File: src/rtl/xnor_pkg.sv
// Shared types and the reference reduction used by the sequenced XNOR reducer
// and anything that needs to check its results.
package xnor_pkg;

    typedef enum logic [1:0] {
        IDLE = 2'd0,
        RUN  = 2'd1,
        DONE = 2'd2
    } state_t;

    // Zero-extending a narrower word does not change its XOR parity, so one
    // 64-bit function serves every legal N.
    function automatic logic ref_xnor(input logic [63:0] data);
        return ~^data;
    endfunction

endpackage

File: src/rtl/xnor_gate.sv
// Two-input XNOR from the basic-gates library; used as the shared datapath
// stage of the sequenced reducer.
module xnor_gate (
    input  logic a,
    input  logic b,
    output logic y
);

    assign y = ~(a ^ b);

endmodule

File: src/rtl/xnor_seq_reducer.sv
// Reduces an N-bit word through one shared 2-input XNOR, one bit per clock,
// and reports the cascade result next to the native N-input XNOR.
module xnor_seq_reducer
    import xnor_pkg::*;
#(
    parameter int N = 4
) (
    input  logic         clk,
    input  logic         rst,
    input  logic         in_valid,
    output logic         in_ready,
    input  logic [N-1:0] in_data,
    output logic         out_valid,
    input  logic         out_ready,
    output logic         chain_out,
    output logic         ref_out,
    output logic         mismatch,
    output logic         busy
);

    localparam int CW = $clog2(N);

    state_t         state;
    state_t         state_next;
    logic [N-1:0]   data_q;
    logic           acc;
    logic [CW-1:0]  cnt;
    logic           gate_y;
    logic           last_bit;
    logic           accept;
    logic           ref_val;

    assign last_bit = (cnt == CW'(N - 1));
    assign accept   = in_valid && in_ready;
    assign ref_val  = ref_xnor(64'(data_q));

    xnor_gate u_gate (
        .a (acc),
        .b (data_q[cnt]),
        .y (gate_y)
    );

    always_ff @(posedge clk) begin
        if (rst) begin
            state <= IDLE;
        end else begin
            state <= state_next;
        end
    end

    // Bit 0 seeds the accumulator, so RUN only needs N-1 gate evaluations.
    always_ff @(posedge clk) begin
        if (rst) begin
            data_q <= '0;
            acc    <= 1'b0;
            cnt    <= '0;
        end else begin
            case (state)
                IDLE: begin
                    if (accept) begin
                        data_q <= in_data;
                        acc    <= in_data[0];
                        cnt    <= CW'(1);
                    end
                end
                RUN: begin
                    acc <= gate_y;
                    if (!last_bit) begin
                        cnt <= cnt + CW'(1);
                    end
                end
                default: begin
                end
            endcase
        end
    end

    always_comb begin
        state_next = state;
        in_ready   = 1'b0;
        out_valid  = 1'b0;
        chain_out  = 1'b0;
        ref_out    = 1'b0;
        mismatch   = 1'b0;
        busy       = (state != IDLE);
        case (state)
            IDLE: begin
                in_ready = 1'b1;
                if (in_valid) begin
                    state_next = RUN;
                end
            end
            RUN: begin
                if (last_bit) begin
                    state_next = DONE;
                end
            end
            DONE: begin
                out_valid = 1'b1;
                chain_out = acc;
                ref_out   = ref_val;
                mismatch  = acc ^ ref_val;
                if (out_ready) begin
                    state_next = IDLE;
                end
            end
            default: begin
                state_next = IDLE;
            end
        endcase
    end

endmodule

File: config.mk
export PLATFORM = sky130hd
export DESIGN_NAME = xnor_seq_reducer
export DESIGN_NICKNAME = d
export VERILOG_FILES = /design/src/rtl/xnor_pkg.sv /design/src/rtl/xnor_gate.sv /design/src/rtl/xnor_seq_reducer.sv
export SDC_FILE = /design/constraint.sdc
export NUM_CORES = 1
export LEC_CHECK = 0
export BUFFER_PORTS_ARGS = -buffer_cell sky130_fd_sc_hd__buf_2
export CAP_MARGIN = 0
export CORE_MARGIN = 2
export CORE_UTILIZATION = 30
export DETAILED_ROUTE_END_ITERATION = 7
export SLEW_MARGIN = 25
export SYNTH_ARGS = -nofsm -noshare
export SYNTH_HDL_FRONTEND = slang
export SYNTH_SLANG_ARGS = --single-unit
File: constraint.sdc
create_clock -name clk -period 2.3 [get_ports clk]
set_clock_uncertainty 0.1 [all_clocks]
set_input_delay 0.575 -clock clk [delete_from_list [all_inputs] [get_ports clk]]
set_output_delay 0.575 -clock clk [all_outputs]
set_load 0.005 [all_outputs]
==> impl_metrics.tcl <==
set metrics [dict create \
    required_ns 1.62 \
    syn-num-nets 60 \
    hold_slack_ns 0.426 \
    final_area_um2 599 \
    drt_drc_violations_left 0 \
    die_area_um2 1970 \
    setup_viol 0 \
    routabilityCongestion 0.690 \
    grt_start_max_net_pins 10 \
    powerDensity_nw_per_um2 615 \
    p_leak_uw 0.000276 \
    dpl_cell_area_um2 572 \
    post_cts_buffers 0 \
    area_delta_synth_final_pct 22.2 \
    rows 14 \
    fin_crit_ns 2.19 \
    wl_um 868 \
    start_util_pct 32.2 \
    rr_startpoint "cnt[0]$_SDFFE_PP0P_" \
    fin_crit_sh_pct 95.1 \
    fp.coreArea_um2 1520 \
    rr_worst_depth 3 \
    clock_sinks 9 \
    status "complete, no violations" \
    cp-startpoint "data_q[1]$_SDFFE_PP0P_" \
    end_kind "primary output" \
    whs_path_depth 2 \
    syn_inst 51 \
    grt_pass1_vias 334 \
    cts.hold.buffers_added 0 \
    die_h_um 44.4 \
    yosysTopAreaCell "dfxtp_1" \
    grtUsageTotal_pct 10.0 \
    slew_headroom_pct 70.4 \
    synth_area_leaders "dfxtp_1, mux2i_1, xnor2_1" \
    avgViaCountPerCell 4.83 \
    ys_top_cells_by_count "dfxtp_1, nor2_1, mux2i_1" \
    ios 14 \
    worstHoldStart "cnt[1]$_SDFFE_PP0P_" \
    hold_viol 0 \
    grt_pass1_wl_um 1390 \
    antenna_found_initial 0 \
    cts_buffers 3 \
    drive_above_1_share_pct 29.9 \
    final.setup.tns_ns 0 \
    nNetsFinal 77 \
    yosysSeqAreaShare_pct 36.7 \
    avgSynthCellArea_um2 9.62 \
    maxSlewViolCount 0 \
    antenna_left 0 \
    drv_cap 0 \
    fmax_ghz 0.457 \
    via_count 401 \
    synth_top_area_share_pct 36.7 \
    worstSetupPathType "reg -> out" \
    ir_worst_vdd_mv 0.352 \
    htreeDepth 1 \
    start_kind "flip-flop" \
    tightestPinTransition_ns 0.443 \
    synth_edf_count 0 \
    clkLatencyLatePin_ns 0.26 \
    min_path_type "reg -> reg" \
    worstPathArrival_ns 1.51 \
    finalNonFillerCells 83 \
    grt_overflow 0 \
    ys_warn_count 0 \
    cts.root.buffer_cell "clkbuf_4" \
    dp.cells 79 \
    clk_pin_slew_worst_paths_ns 0.06 \
    synth-main-ff-cell "dfxtp_1" \
    die_w_um 44.4 \
    synthArstFlopShare_pct 0 \
    ys_ff_latch 9 \
    first_iter_violations 8 \
    finalPower_uw 369 \
    synth.most_common_cell "dfxtp_1" \
    numPortBuffers 13 \
    post_cts_resized 0 \
    dr.pass1.iters 2 \
    synth.distinct_cells 26 \
    antenna_cells 0 \
    rsz0062_at_grt "no" \
    worstPathMaxFanout 3 \
    synthesis.area_um2 490 \
    cts_tree "built" \
    wl_per_cell_um 10.5 \
    clockBufferDepth 2 \
]
-- per-layer routing --
metal	vias up	routed length, um	track usage, %
li1	210	-	-
met1	182	390	12.4
met2	9	432	15.0
met3	0	45	4.90
met4	0	0	3.64
met5	-	0	0
-- cells in the final DEF (no fill, tap or decap), types with 2 or more instances in the layout --
| cell | Yosys | final |
|---|---|---|
| dfxtp_1 | 9 | 9 |
| inv_1 | 3 | 3 |
| nor3_1 | 2 | 2 |
| a21oi_1 | 2 | 2 |
| nor2b_1 | 2 | 2 |
| xnor2_1 | 3 | 3 |
| and2_1 | 3 | 3 |
| a31oi_1 | 2 | 2 |
| clkbuf_4 | 0 | 3 |
| buf_2 | 0 | 13 |
| mux2i_1 | 4 | 4 |
| nor2_1 | 5 | 5 |
-- registers in the layout (all words and copies together), names as in the netlist --
register  cells
state         2
cnt           2
acc           1
data_q        4
-- layout make-up --
class / instances / area [um2]
Inverter: 3 / 11.3
Tap cell: 16 / 20.0
Fill cell: 152 / 925
Clock inverter: 1 / 5.00
Multi-Input combinational cell: 38 / 295
Clock buffer: 3 / 22.5
Timing Repair Buffer: 13 / 65.1
Sequential cell: 9 / 180
-- where the power goes --
group	leakage, uW	internal [uW]	switching (uW)	total (uW)
clock	0.0000177	64.2	57.8	122
sequential	0.0000741	167	12.8	180
combinational	0.000184	40.6	26.3	66.9
total	0.000276	272	96.9	369
-- worst max-delay path, cell delays in order, from the launching register on --
cell and delay [ns]:
dfxtp_1 0.33, xnor2_1 0.29, xnor3_1 0.36, and2_1 0.16, buf_2 0.12
-- per-stage QoR --
| step | setup slack, ns | util, % |
|---|---|---|
| after global routing | 0.0364 | 39.3 |
| final | 0.112 | 39.3 |
| after global placement | 0.415 | 37.5 |
| after detailed placement | 0.387 | 37.5 |
| after CTS | 0.0905 | 39.3 |
| after floorplan | 0.561 | - |
-- final timing paths --
kind | end | slack [ns]
min | cnt[1]$_SDFFE_PP0P_ | 0.43
min reg2reg | cnt[1]$_SDFFE_PP0P_ | 0.43
max | mismatch | 0.11
max reg2reg | acc$_SDFFE_PP0P_ | 0.73
-- kinds of logic after synthesis --
group	after synthesis	synth area share, %
compound gates	6	7.65
xor+xnor	4	9.95
fa+ha+maj	1	2.55
buf+inv	4	3.06
flops	9	36.7
mux	5	12.8
simple gates	22	27.3
No activity file was read; power rests on OpenSTA's default activity.
